File: config.mk
export PLATFORM = sky130hd
export DESIGN_NAME = round_sat_pipe_flat
export DESIGN_NICKNAME = d
export VERILOG_FILES = /design/src/rtl/round_sat_pipe_if.sv /design/src/rtl/round_sat_pipe.sv /design/src/flat_wrapper.sv
export SDC_FILE = /design/constraint.sdc
export NUM_CORES = 1
export LEC_CHECK = 0
export CAP_MARGIN = 20
export CORE_ASPECT_RATIO = 1.75
export CORE_MARGIN = 2
export CORE_UTILIZATION = 44
export CTS_CLUSTER_DIAMETER = 40
export DETAILED_ROUTE_END_ITERATION = 6
export MAX_ROUTING_LAYER = met4
export PLACE_DENSITY_LB_ADDON = 0.2
export SLEW_MARGIN = 20
export SYNTH_ARGS = -nofsm -noshare
export SYNTH_HDL_FRONTEND = slang
export SYNTH_SLANG_ARGS = --single-unit
File: constraint.sdc
create_clock -name clk -period 2.68 [get_ports clk]
set_input_delay 0.268 -clock clk [delete_from_list [all_inputs] [get_ports clk]]
set_output_delay 0.268 -clock clk [all_outputs]
set_load 0.05 [all_outputs]
File: src/rtl/round_sat_pipe_if.sv
// round_sat_pipe_if: handshake bundle for the round/saturate stage.
//   in_valid/in_ready/in_data/in_mode : input sample channel
//   out_valid/out_ready/out_data/out_sat : result channel
// Modports: master (producer/consumer side, e.g. testbench), slave (the stage).
interface round_sat_pipe_if #(
  parameter int IN_W  = 18,
  parameter int OUT_W = 8
);
  logic             in_valid;
  logic             in_ready;
  logic [IN_W-1:0]  in_data;
  logic [1:0]       in_mode;
  logic             out_valid;
  logic             out_ready;
  logic [OUT_W-1:0] out_data;
  logic             out_sat;

  modport master (
    output in_valid, in_data, in_mode, out_ready,
    input  in_ready, out_valid, out_data, out_sat
  );

  modport slave (
    input  in_valid, in_data, in_mode, out_ready,
    output in_ready, out_valid, out_data, out_sat
  );
endinterface

File: src/rtl/round_sat_pipe.sv
// round_sat_pipe: two-stage rounding and saturation of a signed fixed-point
// word (IN_W bits, IN_FRAC fraction) down to OUT_W bits with OUT_FRAC fraction.
// Ports:
//   clk      - clock, rising edge
//   rst      - synchronous active-high reset
//   bus      - round_sat_pipe_if.slave (input and result handshake channels)
//   cnt_clr  - synchronous clear of sat_cnt
//   sat_cnt  - count of delivered saturated results (saturates at all-ones)
// Build option: define SAT_CNT_EN to build the saturation counter; otherwise
// sat_cnt is tied to zero and cnt_clr is ignored.
module round_sat_pipe #(
  parameter int IN_W     = 18,
  parameter int IN_FRAC  = 16,
  parameter int OUT_W    = 8,
  parameter int OUT_FRAC = 7,
  parameter int CNT_W    = 16
) (
  input  logic                 clk,
  input  logic                 rst,
  round_sat_pipe_if.slave      bus,
  input  logic                 cnt_clr,
  output logic [CNT_W-1:0]     sat_cnt
);

  localparam int D  = IN_FRAC - OUT_FRAC;
  localparam int KW = IN_W - D;
  localparam int SW = KW + 1;

  // Bits below the guard bit; empty when D = 1.
  localparam logic [IN_W-1:0] STICKY_MASK = (IN_W'(1) << (D - 1)) - IN_W'(1);
  localparam logic signed [SW-1:0] SAT_MAX =
    {{(SW - OUT_W + 1){1'b0}}, {(OUT_W - 1){1'b1}}};
  localparam logic signed [SW-1:0] SAT_MIN = ~SAT_MAX;

  typedef enum logic [1:0] {
    MODE_TRUNC   = 2'b00,
    MODE_HALF_UP = 2'b01,
    MODE_EVEN    = 2'b10,
    MODE_EVEN_B  = 2'b11
  } mode_e;

  mode_e            mode;
  logic [KW-1:0]    keep;
  logic             guard;
  logic             sticky;
  logic             inc;
  logic [SW-1:0]    sum;

  logic             s1_valid;
  logic signed [SW-1:0] s1_sum;
  logic             s1_adv;
  logic             s2_load;

  logic             sat_hi;
  logic             sat_lo;
  logic [OUT_W-1:0] sat_data;

  // Stage 1 rounding decision
  assign mode   = mode_e'(bus.in_mode);
  assign keep   = bus.in_data[IN_W-1:D];
  assign guard  = bus.in_data[D-1];
  assign sticky = |(bus.in_data & STICKY_MASK);

  always_comb begin
    inc = 1'b0;
    case (mode)
      MODE_TRUNC:   inc = 1'b0;
      MODE_HALF_UP: inc = guard;
      MODE_EVEN,
      MODE_EVEN_B:  inc = guard & (sticky | keep[0]);
      default:      inc = 1'b0;
    endcase
  end

  // One extra bit of headroom so keep + 1 never wraps.
  assign sum = {keep[KW-1], keep} + SW'(inc);

  // Handshake: each stage advances when its downstream slot is free or leaving.
  assign s2_load      = ~bus.out_valid | bus.out_ready;
  assign s1_adv       = ~s1_valid | s2_load;
  assign bus.in_ready = s1_adv;

  always_ff @(posedge clk) begin
    if (rst) begin
      s1_valid <= 1'b0;
      s1_sum   <= '0;
    end else if (s1_adv) begin
      s1_valid <= bus.in_valid;
      if (bus.in_valid) s1_sum <= sum;
    end
  end

  // Stage 2 saturation
  always_comb begin
    sat_hi   = s1_sum > SAT_MAX;
    sat_lo   = s1_sum < SAT_MIN;
    sat_data = s1_sum[OUT_W-1:0];
    if (sat_hi)      sat_data = {1'b0, {(OUT_W - 1){1'b1}}};
    else if (sat_lo) sat_data = {1'b1, {(OUT_W - 1){1'b0}}};
  end

  always_ff @(posedge clk) begin
    if (rst) begin
      bus.out_valid <= 1'b0;
      bus.out_data  <= '0;
      bus.out_sat   <= 1'b0;
    end else if (s2_load) begin
      bus.out_valid <= s1_valid;
      if (s1_valid) begin
        bus.out_data <= sat_data;
        bus.out_sat  <= sat_hi | sat_lo;
      end
    end
  end

`ifdef SAT_CNT_EN
  always_ff @(posedge clk) begin
    if (rst || cnt_clr) begin
      sat_cnt <= '0;
    end else if (bus.out_valid && bus.out_ready && bus.out_sat && !(&sat_cnt)) begin
      sat_cnt <= sat_cnt + CNT_W'(1);
    end
  end
`else
  logic unused_cnt_clr;
  assign unused_cnt_clr = cnt_clr;
  assign sat_cnt        = '0;
`endif

endmodule

File: src/flat_wrapper.sv
// flat-port wrapper written by rule: the top's interface ports become plain ports
module round_sat_pipe_flat 
#(
  parameter int IN_W     = 18,
  parameter int IN_FRAC  = 16,
  parameter int OUT_W    = 8,
  parameter int OUT_FRAC = 7,
  parameter int CNT_W    = 16
)
  (clk, rst, cnt_clr, sat_cnt, bus_in_valid, bus_in_data, bus_in_mode, bus_out_ready, bus_in_ready, bus_out_valid, bus_out_data, bus_out_sat);
  round_sat_pipe_if #(.IN_W(IN_W), .OUT_W(OUT_W)) bus_i ();
  input  logic clk;
  input  logic rst;
  input  logic cnt_clr;
  output logic [CNT_W-1:0] sat_cnt;
  input wire logic [$bits(bus_i.in_valid)-1:0] bus_in_valid;
  input wire logic [$bits(bus_i.in_data)-1:0] bus_in_data;
  input wire logic [$bits(bus_i.in_mode)-1:0] bus_in_mode;
  input wire logic [$bits(bus_i.out_ready)-1:0] bus_out_ready;
  output wire logic [$bits(bus_i.in_ready)-1:0] bus_in_ready;
  output wire logic [$bits(bus_i.out_valid)-1:0] bus_out_valid;
  output wire logic [$bits(bus_i.out_data)-1:0] bus_out_data;
  output wire logic [$bits(bus_i.out_sat)-1:0] bus_out_sat;
  assign bus_i.in_valid = bus_in_valid;
  assign bus_i.in_data = bus_in_data;
  assign bus_i.in_mode = bus_in_mode;
  assign bus_i.out_ready = bus_out_ready;
  assign bus_in_ready = bus_i.in_ready;
  assign bus_out_valid = bus_i.out_valid;
  assign bus_out_data = bus_i.out_data;
  assign bus_out_sat = bus_i.out_sat;
  round_sat_pipe #(.IN_W(IN_W), .IN_FRAC(IN_FRAC), .OUT_W(OUT_W), .OUT_FRAC(OUT_FRAC), .CNT_W(CNT_W)) u_core (.clk(clk), .rst(rst), .bus(bus_i), .cnt_clr(cnt_clr), .sat_cnt(sat_cnt));
endmodule
==> results.txt, run 1 <==
- The mapped netlist covers 1130 sq um.
- Antenna violations before repair: 0
* Number of pins exceeding their max-slew limit in the final report: 0
- In this run the vertical extent of the chip is 71.2 microns.
* Clock input transition at the sequential cells of the worst setup and hold paths: 70 ps
* Signed area change from the synthesized netlist to the final layout: 29.1%
* Fraction of power consumed by the clock network: 26.9%
- The worst setup path is captured at a register.
- Fmax achieved: 465 MHz
* Count of buffers added by post-CTS timing repair for setup: 0
- Detail-routed net length per standard cell: 12.6 microns
- Wire length of the first global-routing pass: 3.97 mm
- Max-Cap Viols: 0
- Length of the first detailed-routing pass in iterations: 4
- Number of library cell types mapped by synthesis: 31
- Setup violations remaining at the end of the flow were counted as 0.
* Share of the clock period used by the worst path: 80.2%
* Clock root cell: sky130_fd_sc_hd__clkbuf_8
* Seq/Total Area, Yosys: 37.0%
- Count of filler cells inserted in the layout: 242
- Synth Area per Inst: 8.41 sq um
* Port Buffer Count: 34
- Sequential cells burn 46.2% of the power.
- Die X-Extent: 42.4 microns
- Final critical-path required period: 2150 ps
- RD Place Congestion: 0.775
- By area the synthesized netlist is led by sky130_fd_sc_hd__dfxtp_1 (37%), sky130_fd_sc_hd__buf_4 (11%), sky130_fd_sc_hd__a21oi_1 (9.3%).
- Internal power comes to 0.000508 W.
* Clk_lat worst skew: 250 ps
- Leaving out fill and tap cells, the most frequent cell in the layout is sky130_fd_sc_hd__clkdlybuf4s50_1.
- Summed over all nets, the switching power comes to 0.000239 W.
- Overall die area: 3020 sq um
- STA puts the critical path data arrival time at 2310 ps.
* Setup repair after global routing missed its margin: no
- Fraction of layout cells with a size suffix above 1: 5.45%
* Power Total: 0.000748 W
- Proportion of netlist area held by the largest area contributor: 37.0%
* Inserted Clock Buffers: 3
* Core Footprint: 2460 sq um
* ANT nets after route: 0
* Number of gates resized after CTS: 0
* Data required, critical path: 2840 ps
- The final route contains 1041 vias.
- Synthesis produced 135 cells.
- Setup_tns: 0 ps
- CP Max Fanout: 4
- HPWL Detailed: 1.92 mm
- The clock passes through at most 2 buffers.
- For this run, the number of standard cells in the final layout without fillers is 191.
* Number of cell rows: 24
- The worst-case IR drop observed on VDD is 0.000221 V.
- Logic gate share of total power: 26.9%
- CTS Sinks: 21
- In the final design database the tool counted 193 nets.
* Pin count of the biggest net entering global routing: 23
* Top library cells by usage in the layout, fill and taps aside: sky130_fd_sc_hd__clkdlybuf4s50_1 (34), sky130_fd_sc_hd__a21oi_1 (21), sky130_fd_sc_hd__dfxtp_1 (21)
- Summed over all layers, the global routing overflow is 0.
- Launching element type of the critical path: primary input
- Number of buffers inserted by hold repair at cts: 0
- The number of global-route vias before repair is 999.
* I/O pins: 52
- CTS tree: built
- The initial utilization of the core area, before any placement, comes to 46.1%.
- Pin slew with the least headroom to its limit: 775 ps
* Number of H-tree levels: 1
- Worst Skew: 1.37 ps
- R2R setup slack: 1260 ps
* Switching portion of total power: 32.0%
* All-layer global routing usage: 17.2%
- The number of placed instances, taps included, is 187.
- The worst setup path is of the primary input to register kind.
- Number of synthesized register bits: 21
* Detailed-route DRC error count: 0
- The analysis attributes to cell leakage a power of 0.524 nW.
- # diodes: 0
- The number of endpoints with negative hold slack in the final report was 0.
- In this run the tightest slew margin relative to its limit is 48.1%.
- Drt via density: 5.45
- Min-Delay Path Class: register to register
- The synthesized design spends more area on one cell type than any other, namely sky130_fd_sc_hd__dfxtp_1.
- Yosys warning count: 0
* Area of placed instances: 1420 sq um
- Dividing total power by cell area gives a power density of 510 nW/um^2.
* Cell area after layout: 1470 sq um
* Result of the run: completed
- Initial drt markers: 10
* Total routed wirelength: 2.41 mm
==> cells in the mapped netlist <==
cell type,instances
sky130_fd_sc_hd__a211oi_1,3
sky130_fd_sc_hd__a21bo_2,1
sky130_fd_sc_hd__a21oi_1,21
sky130_fd_sc_hd__a311oi_1,5
sky130_fd_sc_hd__and3b_1,1
sky130_fd_sc_hd__buf_2,1
sky130_fd_sc_hd__buf_4,16
sky130_fd_sc_hd__clkbuf_1,7
sky130_fd_sc_hd__conb_1,1
sky130_fd_sc_hd__dfxtp_1,21
sky130_fd_sc_hd__ha_1,2
sky130_fd_sc_hd__inv_1,5
sky130_fd_sc_hd__inv_2,1
sky130_fd_sc_hd__nand2_1,2
sky130_fd_sc_hd__nand2b_1,1
sky130_fd_sc_hd__nand3_1,6
sky130_fd_sc_hd__nand3_2,1
sky130_fd_sc_hd__nand4_2,1
sky130_fd_sc_hd__nand4b_1,1
sky130_fd_sc_hd__nor2_1,2
sky130_fd_sc_hd__nor2b_1,1
sky130_fd_sc_hd__nor3_1,2
sky130_fd_sc_hd__nor4b_1,1
sky130_fd_sc_hd__o2111ai_1,7
sky130_fd_sc_hd__o21ai_0,15
sky130_fd_sc_hd__o21ba_2,1
sky130_fd_sc_hd__o32ai_1,1
sky130_fd_sc_hd__or3_1,4
sky130_fd_sc_hd__or4_1,1
sky130_fd_sc_hd__xnor2_1,1
sky130_fd_sc_hd__xor2_1,2
==> cells by family after synthesis <==
logic type,count (synthesis),synth area share (%)
buf+inv,30,15.3
other cells,1,0.330
xor+xnor,3,2.32
simple gates,24,13.1
compound gates,54,29.7
flops,21,37.0
fa+ha+maj,2,2.20
==> critical path, cell delays in order <==
cell	delay [ps]
sky130_fd_sc_hd__clkdlybuf4s50_1	390
sky130_fd_sc_hd__or4_1	520
sky130_fd_sc_hd__nor3_1	150
sky130_fd_sc_hd__a21oi_1	90
sky130_fd_sc_hd__ha_1	210
sky130_fd_sc_hd__ha_1	250
sky130_fd_sc_hd__nand3_1	110
sky130_fd_sc_hd__o21ai_0	80
sky130_fd_sc_hd__a311oi_1	240
==> final cells by class <==
| type | count | area (sq um) | area share [%] |
|---|---|---|---|
| tap | 26 | 32.5 | 2.22 |
| multi-input combinational | 99 | 597 | 40.7 |
| sequential | 21 | 420 | 28.7 |
| timing repair buffer | 35 | 348 | 23.7 |
| clock buffer | 4 | 45.0 | 3.07 |
| inverter | 6 | 22.5 | 1.54 |
==> state kept, by name, summed over array words and instances, names as in the netlist <==
| register | cells |
|---|---|
| u_core.s1_valid | 1 |
| u_core.s1_sum | 10 |
| u_core.bus.out_valid | 1 |
| u_core.bus.out_sat | 1 |
| u_core.bus.out_data | 8 |
==> power by group through the flow <==
stage | sequential (W) | combinational (W) | clock (W)
after floorplan | 0.000378 | 0.000126 | 0
after global placement | 0.000352 | 0.000198 | 0
after detailed placement | 0.000352 | 0.000201 | 0
after CTS | 0.000346 | 0.000201 | 0.000202
after global routing | 0.000349 | 0.000216 | 0.000220
final | 0.000346 | 0.000201 | 0.000201
==> final timing paths <==
kind / startpoint / to / cells after the start
worst max register to register: u_core.s1_valid / u_core.s1_sum[5] / 5
worst min-delay path: u_core.bus.out_data[3] / u_core.bus.out_data[3] / 2
worst max-delay path: bus_in_data[4] / u_core.s1_sum[8] / 9
worst min register to register: u_core.bus.out_data[3] / u_core.bus.out_data[3] / 2
==> metrics by stage <==
| step | util, % | hold slack (ps) | setup WS [ps] |
|---|---|---|---|
| 4_1_cts | 59.5 | 475 | 501 |
| 2_1_floorplan | - | 385 | 801 |
| 3_5_place_dp | 57.7 | 468 | 232 |
| 3_3_place_gp | 57.7 | 461 | 285 |
| 5_1_grt | 59.5 | 502 | 309 |
| 6_report | 59.5 | 471 | 530 |
==> metal layers <==
layer  vias up  GRT usage, %  share of wire (%)
li1        529             -                  -
met4         0          11.8                3.6
met3         9          2.81                4.7
met1       467          14.6                 35
met5         -             -                  0
met2        36          32.1                 57
No activity file was read; power rests on OpenSTA's default activity.
==> run 2, diff against run 1 <==
--- a/config.mk
+++ b/config.mk
@@ -8,7 +8,7 @@
 export CAP_MARGIN = 20
 export CORE_ASPECT_RATIO = 1.75
 export CORE_MARGIN = 2
-export CORE_UTILIZATION = 44
+export CORE_UTILIZATION = 37
 export CTS_CLUSTER_DIAMETER = 40
 export DETAILED_ROUTE_END_ITERATION = 6
 export MAX_ROUTING_LAYER = met4
==> constraint.sdc (replaced) <==
create_clock -name clk -period 1.8 [get_ports clk]
set_input_delay 0.18 -clock clk [delete_from_list [all_inputs] [get_ports clk]]
set_output_delay 0.18 -clock clk [all_outputs]
set_load 0.05 [all_outputs]
==> results.txt, run 2 (synthesis gave the netlist of run 1 again) <==
* Result of the run: completed
* Die X-Extent: 45.9 microns (+8.2%)
* RD Place Congestion: 0.776 (+0.23%)
* Power Total: 0.00114 W (+52%)
- The top fanout value on the critical path came to 4 (unchanged).
- HPWL Detailed: 2.06 mm (+7.1%)
- Counting I/O delays and the setup requirement, the final critical path takes 1700 ps.
- Detailed-route DRC error count: 0 (unchanged)
- Number of global-route vias before repair: 1015 (+1.6%)
- Bufs on Longest Clock Path: 2 (unchanged)
- The finished layout cell area came to 1610 sq um (+9.6%).
- Setup_tns: 0 ps (unchanged)
- The register with the most flip-flops in the final layout is u_core.s1_sum.
- The total die area came to 3540 sq um (+17%).
* Core Footprint: 2930 sq um (+19%)
* Min-Delay Path Class: register to register
- The detailed-route vias per instance was 5.48 (+0.59%).
* Share of the clock period used by the worst path: 94.5%
- For this run, the top clock speed supported by timing is 588 MHz.
- In the layout the commonest cells are sky130_fd_sc_hd__clkdlybuf4s50_1 (22), sky130_fd_sc_hd__a21oi_1 (21), sky130_fd_sc_hd__dfxtp_1 (21).
- Worst Skew: 0.888 ps (-0.483 ps)
- Endpoint class of the critical path: register
- The number of hold-repair buffers added at the cts stage was 0 (unchanged).
* Detail-routed net length per standard cell: 13.1 microns (+3.7%)
* Worst endpoint data arrival time: 1880 ps (-430 ps)
* Final Core Density: 54.9% (-4.6 points)
* Biggest cell delay along the critical path: 450 ps (-70 ps)
- Cell Pwr Density: 708 nW/um^2 (+39%)
- Overall via count from detail_route: 1091 (+4.8%)
* Category of the most critical setup path: primary input to register
* CTS Sinks: 21 (unchanged)
* Port Buffer Count: 34 (unchanged)
- Fraction of layout cells with a size suffix above 1: 14.6% (+9.2 points)
- Inserted Clock Buffers: 3 (unchanged)
- Setup repair after global routing missed its margin: no
* Starting density of the core: 38.8% (-7.3 points)
- The number of antenna diodes came to 0 (unchanged).
- Antenna violations before repair: 0 (unchanged)
- Wire length of the first global-routing pass: 4.13 mm (+4.2%)
- Clock root cell: sky130_fd_sc_hd__clkbuf_8
- Total routed wirelength: 2.60 mm (+8.0%)
- The largest registers in the layout are u_core.s1_sum (10), u_core.bus.out_data (8).
- The number of endpoints with negative hold slack in the final report was 0 (unchanged).
* Clk_lat worst skew: 250 ps (about the same)
- Vertical die dimension: 77.3 microns (+8.5%)
* Series of cell instances along the critical path: clkdlybuf4s50_1 -> o21ai_1 -> a21oi_1 -> ha_2 -> ha_4 -> nand3_4 -> or3_4 -> a311oi_2
- Number of H-tree levels: 1 (unchanged)
- Max-Cap Viols: 0 (unchanged)
* Signed area change from the synthesized netlist to the final layout: 41.6%
- Number of pins exceeding their max-slew limit in the final report: 0 (unchanged)
- Launching element type of the critical path: primary input
* Number of failing setup endpoints in the final timing report: 0 (unchanged)
- The number of detailed-routing iterations run before antenna repair was 4 (unchanged).
- The total overflow reported by the global router is 0 (unchanged).
* Standard cell with the maximum stage delay on the critical path: sky130_fd_sc_hd__clkdlybuf4s50_1
- The global-route usage over all layers was 15.9% (-1.3 points).
* Most common library cell in the layout ignoring fill and taps: sky130_fd_sc_hd__clkdlybuf4s50_1
- Instance count after placement with tap cells included: 195 (+4.3%)
* CTS tree: built
- ANT nets after route: 0 (unchanged)
* Count of buffers added by post-CTS timing repair for setup: 0 (unchanged)
- The maximum ir drop on the vdd rail came to 0.000316 V (+43%).
- Data required, critical path: 1980 ps (-860 ps)
* Area of placed instances: 1480 sq um (+4.1%)
* # nets final: 199 (+3.1%)
- The non-filler instance count after layout came to 199 (+4.2%).
- R2R setup slack: 630 ps (-630 ps)
* Clock input transition at the sequential cells of the worst setup and hold paths: 70 ps (about the same)
- Initial drt markers: 22 (+12)
- The reported leakage power was 0.634 nW (+21%).
- Number of flip-flops under the largest register name: 10 (unchanged)
* I/O pins: 52 (unchanged)
- The pin count of the biggest net entering global routing was 14 (-39%).
* Number of cell rows: 26 (+8.3%)
run 2: changes by cell type in the layout (fill, tap and decap cells not counted), moves of 3 or more:
cell / change
sky130_fd_sc_hd__clkdlybuf4s15_1: +3
sky130_fd_sc_hd__o21ai_1: +3
sky130_fd_sc_hd__dlymetal6s2s_1: +7
sky130_fd_sc_hd__o21ai_0: -4
sky130_fd_sc_hd__clkdlybuf4s50_1: -12
sky130_fd_sc_hd__buf_4: +5
run 2: stage by stage:
stage	setup slack [ps]	hold slack, ps
final	98.2	473
after global routing	23.7	506
after detailed placement	-492	467
after floorplan	8.93	297
after CTS	15.3	478
after global placement	-440	461
run 2: final cells by class:
| type | instances | area (sq um) |
|---|---|---|
| Clock buffer | 4 | 45.0 |
| Fill cell | 291 | 1320 |
| Inverter | 6 | 22.5 |
| Multi-Input combinational cell | 99 | 661 |
| Sequential cell | 21 | 420 |
| Tap cell | 28 | 35.0 |
| Timing Repair Buffer | 41 | 423 |
run 2: timing repair:
item,4_1_cts,5_1_grt
setup endpoints to repair,8,7
pin swaps,8,10
gates resized for setup,16,15
run 2: power breakdown:
group | switching, W | total (W) | internal (W) | leakage (nW)
Combinational | 0.000211 | 0.000327 | 0.000116 | 0.439
Sequential | 0.0000164 | 0.000512 | 0.000495 | 0.173
Clock | 0.000142 | 0.000300 | 0.000157 | 0.0228
run 2: path summary, 6_finish.rpt:
path	depth (start not counted)	startpoint	endpoint
setup / recovery	8	bus_in_data[8]	u_core.s1_sum[8]
hold / removal	2	u_core.bus.out_data[6]	u_core.bus.out_data[6]
setup reg to reg	4	u_core.bus.out_valid	u_core.s1_sum[7]
hold reg to reg	2	u_core.bus.out_data[6]	u_core.bus.out_data[6]
run 2: layer usage:
layer  part of all wire, %  GRT usage, %
met1                    36          15.1
met2                    58          27.6
met3                   3.7         0.941
met4                   2.7          11.1
met5                     0             -
run 2: worst max-delay path: cells and delay by family:
family	cells	cell delay, ps
and+or+nand+nor	2	460
AOI/OAI and AO/OA	3	380
buffers and inverters	1	450
adders and majority gates	2	410
